===== src/rtl/rr_sel6.sv =====
// Round-robin select generator for a 6:1 mux: registered select, one-hot grant and valid.
// A grant is held until done or HOLD_MAX valid cycles, then the pointer moves past the winner.
module rr_sel6 #(
    parameter int HOLD_MAX = 16
) (
    input  logic       clk,
    input  logic       rst,
    input  logic [5:0] req,
    input  logic       done,
    output logic [2:0] sel,
    output logic [5:0] gnt,
    output logic       gnt_valid,
    output logic       timeout
);
    typedef enum logic {IDLE, GRANT} state_t;

    state_t      state, state_nx;
    logic [2:0]  ptr, ptr_nx, sel_nx, pick, ofs;
    logic [5:0]  gnt_nx, rot;
    logic [11:0] dbl;
    logic [3:0]  sum;
    logic [7:0]  cnt, cnt_nx;
    logic        vld_nx, to_nx, rel;

    // Rotate requests so ptr sits at bit 0; the lowest set bit is the winner's offset.
    always_comb begin
        dbl = {req, req};
        rot = 6'(dbl >> ptr);
        ofs = 3'd0;
        for (int k = 5; k >= 0; k--)
            if (rot[k]) ofs = 3'(k);
        sum  = {1'b0, ptr} + {1'b0, ofs};
        pick = (sum >= 4'd6) ? 3'(sum - 4'd6) : sum[2:0];
    end

    always_comb begin
        state_nx = state;
        sel_nx   = sel;
        gnt_nx   = gnt;
        vld_nx   = gnt_valid;
        to_nx    = 1'b0;
        cnt_nx   = cnt;
        ptr_nx   = ptr;
        rel      = 1'b0;
        case (state)
            IDLE: begin
                gnt_nx = '0;
                vld_nx = 1'b0;
                if (|req) begin
                    sel_nx   = pick;
                    gnt_nx   = 6'b000001 << pick;
                    vld_nx   = 1'b1;
                    cnt_nx   = '0;
                    state_nx = GRANT;
                end
            end
            GRANT: begin
                // done wins over the hold limit, so a coincident limit is not a timeout
                if (done || cnt == 8'(HOLD_MAX - 1)) begin
                    rel   = 1'b1;
                    to_nx = ~done;
                end else begin
                    cnt_nx = cnt + 8'd1;
                end
                if (rel) begin
                    state_nx = IDLE;
                    vld_nx   = 1'b0;
                    gnt_nx   = '0;
                    ptr_nx   = (sel == 3'd5) ? 3'd0 : sel + 3'd1;
                end
            end
            default: state_nx = IDLE;
        endcase
    end

    always_ff @(posedge clk) begin
        if (rst) begin
            state     <= IDLE;
            sel       <= '0;
            gnt       <= '0;
            gnt_valid <= 1'b0;
            timeout   <= 1'b0;
            ptr       <= '0;
            cnt       <= '0;
        end else begin
            state     <= state_nx;
            sel       <= sel_nx;
            gnt       <= gnt_nx;
            gnt_valid <= vld_nx;
            timeout   <= to_nx;
            ptr       <= ptr_nx;
            cnt       <= cnt_nx;
        end
    end
endmodule


===== config.mk =====
export PLATFORM = sky130hd
export DESIGN_NAME = rr_sel6
export DESIGN_NICKNAME = d
export VERILOG_FILES = /design/src/rtl/rr_sel6.sv
export SDC_FILE = /design/constraint.sdc
export NUM_CORES = 1
export LEC_CHECK = 0
export CORE_MARGIN = 2
export CORE_UTILIZATION = 45
export DETAILED_ROUTE_END_ITERATION = 8
export GPL_ROUTABILITY_DRIVEN = 1
export PLACE_DENSITY = 0.7
export SLEW_MARGIN = 10
export SYNTH_ARGS = -nofsm -noshare
export SYNTH_HDL_FRONTEND = slang
export SYNTH_SLANG_ARGS = --single-unit

===== constraint.sdc =====
create_clock -name clk -period 2.96 [get_ports clk]
set_input_delay 0.592 -clock clk [delete_from_list [all_inputs] [get_ports clk]]
set_output_delay 0.592 -clock clk [all_outputs]
set_load 0.005 [all_outputs]

## Word level (Yosys, flattened, before mapping)

Cells that the tools add are included.

- Add/sub/neg operators: 4
- Shifts and indexed selects: 2
- Eq/ne operators: 5
- Bitwise gates (word level): 3
- Reduce and logical (&&, ||, !) cells: 6
- Magnitude comparators: 1
- Muxes and demuxes: 21

Operators by type and width:

| kind | number |
|---|---|
| $mux W3 | 8 |
| $mux W8 | 2 |
| $pmux W8 S2 | 1 |
| $mux W6 | 2 |
| $pmux W6 S2 | 1 |
| $shr A12 B3 Y6 | 1 |
| $add A8 B1 Y8 const B | 1 |
| $eq A8 B4 Y1 const B | 1 |
| $reduce_and A2 Y1 | 3 |
| $reduce_or A6 Y1 | 1 |
| $shl A1 B3 Y6 const A | 1 |
| $mux W1 | 5 |
| $add A3 B3 Y4 | 1 |
| $ge A4 B3 Y1 const B | 1 |
| $ne A2 B2 Y1 const B | 2 |
| $pmux W1 S2 | 2 |
| $add A3 B1 Y3 const B | 1 |
| $eq A3 B3 Y1 const B | 1 |
| $not A1 Y1 | 3 |
| $reduce_or A3 Y1 | 1 |
| $sub A3 B3 Y3 const B | 1 |
| $ne A2 B1 Y1 const B | 1 |
| $logic_or A1 B1 Y1 | 1 |

- Flip-flop bits (word level): 23

## Logic depth before layout (Yosys ltp)

Gate-level depths: netlist of run 1.

- Depth in word-level cells: 13
- Mapped depth: 12
- Gate-level depth less buffers: 10

## Worst setup path before layout of run 1

OpenSTA, ideal clock, no wires.

- Kind: input-to-reg
- From: in req[0]
- To: reg gnt[5]
- Arrival: 2.757 ns
- Path buffers: 0
- Setup time: 0.074 ns
- Setup slack: 0.129 ns
- Data required time: 2.886 ns
- Stages on the path: 10
- Cell sequence: mux4_2 > nor2b_1 > a211oi_1 > a211oi_1 > ha_1 > fa_1 > xnor2_1 > and2_1 > mux2i_1 > o21ai_0

- Longest elaborated chain between the ends: 13

RTL lines:

| item | line | source |
|---|---|---|
| start: declaration | 8 | `input logic [5:0] req,` |
| $shr A12 B3 Y6 | 28 | `rot = 6'(dbl >> ptr);` |
| $mux W3 (6 in series) | 31 | `if (rot[k]) ofs = 3'(k);` |
| $add A3 B3 Y4 | 32 | `sum = {1'b0, ptr} + {1'b0, ofs};` |
| $ge A4 B3 Y1 / $sub A3 B3 Y3 (equally long branches) | 33 | `pick = (sum >= 4'd6) ? 3'(sum - 4'd6) : sum[2:0];` |
| $mux W3 | 33 |  |
| $shl A1 B3 Y6 | 51 | `gnt_nx = 6'b000001 << pick;` |
| $mux W6 * | 49 | `if (\|req) begin` |
| $pmux W6 S2 * | 45 | `case (state)` |
| end signal: assignment | 88 | `gnt <= gnt_nx;` |
| end: declaration | 11 | `output logic [5:0] gnt,` |

Mark *: on every way between the ends. The rest lies on a longest branch, timed or not.
A chain may end at the register's enable or synchronous reset.

## Worst setup path after layout of run 1

- From: in req[3]
- To: reg sel[1]

- Longest elaborated chain between the ends: 10

RTL lines:

| item | line | source |
|---|---|---|
| $shr A12 B3 Y6 | 28 |  |
| $mux W3 (6 in series) | 31 |  |
| $add A3 B3 Y4 | 32 |  |
| $ge A4 B3 Y1 / $sub A3 B3 Y3 (equally long branches) | 33 |  |
| $mux W3 | 33 |  |
| end signal: assignment | 87 | `sel <= sel_nx;` |
| end: declaration | 10 | `output logic [2:0] sel,` |

Parallel ways exist; a longest one is shown, timed or not.

==> results of run 1 <==
-- worst min path at each step --
| stage | startpoint | endpoint | slack [ps] | depth (start not counted) |
|---|---|---|---|---|
| after floorplan | gnt[4] | gnt[4] | 470 | 2 |
| after global placement | gnt[5] | gnt[5] | 470 | 2 |
| after detailed placement | gnt[4] | gnt[4] | 470 | 2 |
| after CTS | gnt[4] | gnt[4] | 500 | 2 |
| after global routing | gnt[5] | gnt[5] | 520 | 2 |
| final | gnt[4] | gnt[4] | 490 | 2 |
-- per-layer routing --
metal  global-route usage, %  routed length, microns  vias up
met5                       0                       0        -
met4                    5.47                      38        0
met3                    3.36                     148        6
met2                    36.7                    1830       42
met1                    27.1                    1590      660
li1                        -                       -      682
-- placed cells by master (no fill, tap or decap), types with 6 or more instances in the layout --
cell type,count
a21oi_1,16
buf_4,18
clkdlybuf4s50_1,13
dfxtp_1,21
mux4_2,6
nand2_1,8
nand3_1,8
nor2_1,14
-- final cells by class --
cell class              instances  area [sq um]  area share [%]
repair buffers                 39           318            16.2
clock buffers                   3          22.5            1.15
flip-flops and latches         23           468            23.8
clock inverters                 1          5.00           0.255
well taps                      44          55.1            2.80
inverters                       6          22.5            1.15
multi-input cells             128          1070            54.6
-- registers in the layout, indices dropped and copies added (netlist names) --
name	flops
gnt_valid	1
sel	3
ptr	3
gnt	6
timeout	1
state	1
cnt	8
-- worst max-delay path, cell delays in order --
cell and delay (ps):
buf_2 130, buf_4 140, mux4_2 510, or2_4 300, nor3_2 130, a31o_1 170
ha_1 250, a21o_1 220, a21oi_4 220, buf_6 120, mux2i_1 170, a21oi_1 80
-- metrics by stage --
step	hold slack (ps)	total power [uW]	area [sq um]	instances	setup TNS [ps]
after floorplan	467	504	1500	164	0
after global routing	520	855	1960	244	-7.19
after global placement	465	599	1810	236	-4570
after CTS	497	777	1890	241	-42.5
after detailed placement	471	606	1810	236	-5410
final	494	809	1960	244	0
-- power groups by stage --
stage / Combinational [uW] / Clock [uW] / Sequential (uW)
3_5_place_dp: 250 / 0 / 356
5_1_grt: 343 / 159 / 352
4_1_cts: 279 / 148 / 350
3_3_place_gp: 243 / 0 / 356
6_report: 317 / 143 / 349
2_1_floorplan: 153 / 0 / 351
-- cell families (layout without fill, tap and decap cells) --
group / count (synthesis) / count (layout)
AOI/OAI and AO/OA: 44 / 44
buffers and inverters: 13 / 49
muxes: 17 / 17
xor gates and xnor gates: 6 / 6
and+or+nand+nor: 56 / 56
DFF: 23 / 23
adders and majority gates: 5 / 5
-- what timing repair did --
action,4_1_cts,5_1_grt
gates cloned,0,0
buffers inserted,1,4
gates resized for setup,23,31
endpoints found under the hold margin,0,0
pin swaps,4,10
setup endpoints to repair,8,8
==> results.ini, run 1 <==
[synth]
synthAdderAreaFrac_pct = 4.69
synthTopCellsByCount = dfxtp_1 (23), a21oi_1 (18), nor2_1 (15), nand2_1 (8), nand3_1 (8)
synth_top_family_by_area = simple AND/OR/NAND/NOR gates
synth_cell_types = 41
synth_nets = 178
synth_compound_area_share_pct = 18.5
yosysTopAreaCell = dfxtp_1
syn_avg_cell_area_sq_um = 9.12
synth_top_flop_cell = dfxtp_1
syn_area_sq_um = 1500
synth-edff-count = 0
ys_seq_elements = 23
synth_xor_area_share_pct = 3.51
ys_seq_area_share_pct = 30.8
synth_most_common_cell = dfxtp_1
async_flop_share_pct = 0
synth.top_cell.area_share_pct = 30.8
synth.area.top_cells = dfxtp_1 (31%), a21oi_1 (6.0%), mux4_2 (6.0%), mux2_2 (3.8%), nor2_1 (3.8%)
synthMuxAreaShare_pct = 17.7
synthesis.instances = 164
ys_warn_count = 0
synth-simple-area-share_pct = 19.8

[grt]
antenna_found_initial = 0
grt_overflow_total = 0
grt_start_max_net_pins = 14
track_usage_pct = 21.1
grt_pass1_vias = 1417
grt_pass1_wl_mm = 6.06

[clock_network]
cts_hold_buf = 0
clock_sinks = 23
htree_levels = 1
clock-root-buffer = clkbuf_4
clk_latency_ps = 310
cts.reportedPaths.clkPinSlew_ps = 120
cts_made_buffers = 3
cts_tree = built
clockBufferDepth = 2

[timing]
setup_ws_ps = 99.1
worst_pin_slew_ps = 679
period_needed_ps = 2860
hold_viol_final = 0
setup_viol = 0
skew_ps = 5.38
timing.fmax_ghz = 0.350
max-slew-margin-rel_pct = 54.5
finalCritPeriodShare_pct = 96.7
slew_violations = 0

[worst_setup_path]
critPathLaunch = req[3]
criticalPathCategory = in -> reg
timing.rr.start = ptr[1]
worst_setup_path_end_kind = flop
ff2ff_setup_slack_ps = 110
ff2ff_path_depth = 10
path_max_fanout = 6
cp-start-kind = primary input
critPathCapture = sel[1]
arrival_ps = 3040
reg2reg_to = gnt[2]
worstPathRequired_ps = 3130

[floorplanning]
die_area_sq_um = 3800
io_pins = 20
die_w_microns = 61.6
initial_core_util_pct = 48.2
fp-row-count = 20
core-area_sq_um = 3100
dieHeight_microns = 61.6

[placement]
dpl.hpwl_mm = 2.67
pre_cts_ws_ps = -759
gp_congestion = 0.865
portBuffers = 19

[detailed_routing]
wirelength_mm = 3.61
via_per_inst = 5.70
ant_nets = 0
firstDrtPassIters = 4
drtIter0Drc = 77
dr_total_vias = 1390
post-route-drc-count = 0
detail_route.wl_per_cell_microns = 14.8

[hold_path]
worstHoldPathType = reg -> reg

[power_and_ir_drop]
p_clk_share_pct = 17.7
sw_frac_of_total_pct = 32.2
leakagePower_uw = 0.000746
seqPwrFrac_pct = 43.2
combPwrFrac_pct = 39.2
internal_power_uw = 548
power_density_nw_per_um2 = 412
netSwitchingPower_uw = 260
vdd_drop_max_mv = 0.233

[status]
status = finished clean

[finish]
fin_nets = 215
fill_cells = 289
drive_gt1_share_pct = 32.5
num_antenna_cells = 0
synthToLayoutAreaGrowth_pct = 31.4
post-route-util_pct = 63.3

[flow_run]
drv_cap = 0

(Power assumes the default switching activity.)
==> run 2, diff against run 1 <==
--- a/config.mk
+++ b/config.mk
@@ -10,7 +10,7 @@
 export DETAILED_ROUTE_END_ITERATION = 8
 export GPL_ROUTABILITY_DRIVEN = 1
 export PLACE_DENSITY = 0.7
-export SLEW_MARGIN = 10
+export SLEW_MARGIN = 20
 export SYNTH_ARGS = -nofsm -noshare
 export SYNTH_HDL_FRONTEND = slang
 export SYNTH_SLANG_ARGS = --single-unit
==> results of run 2 <==
The final DEF is identical to that of run 1; final timing and power are the same.
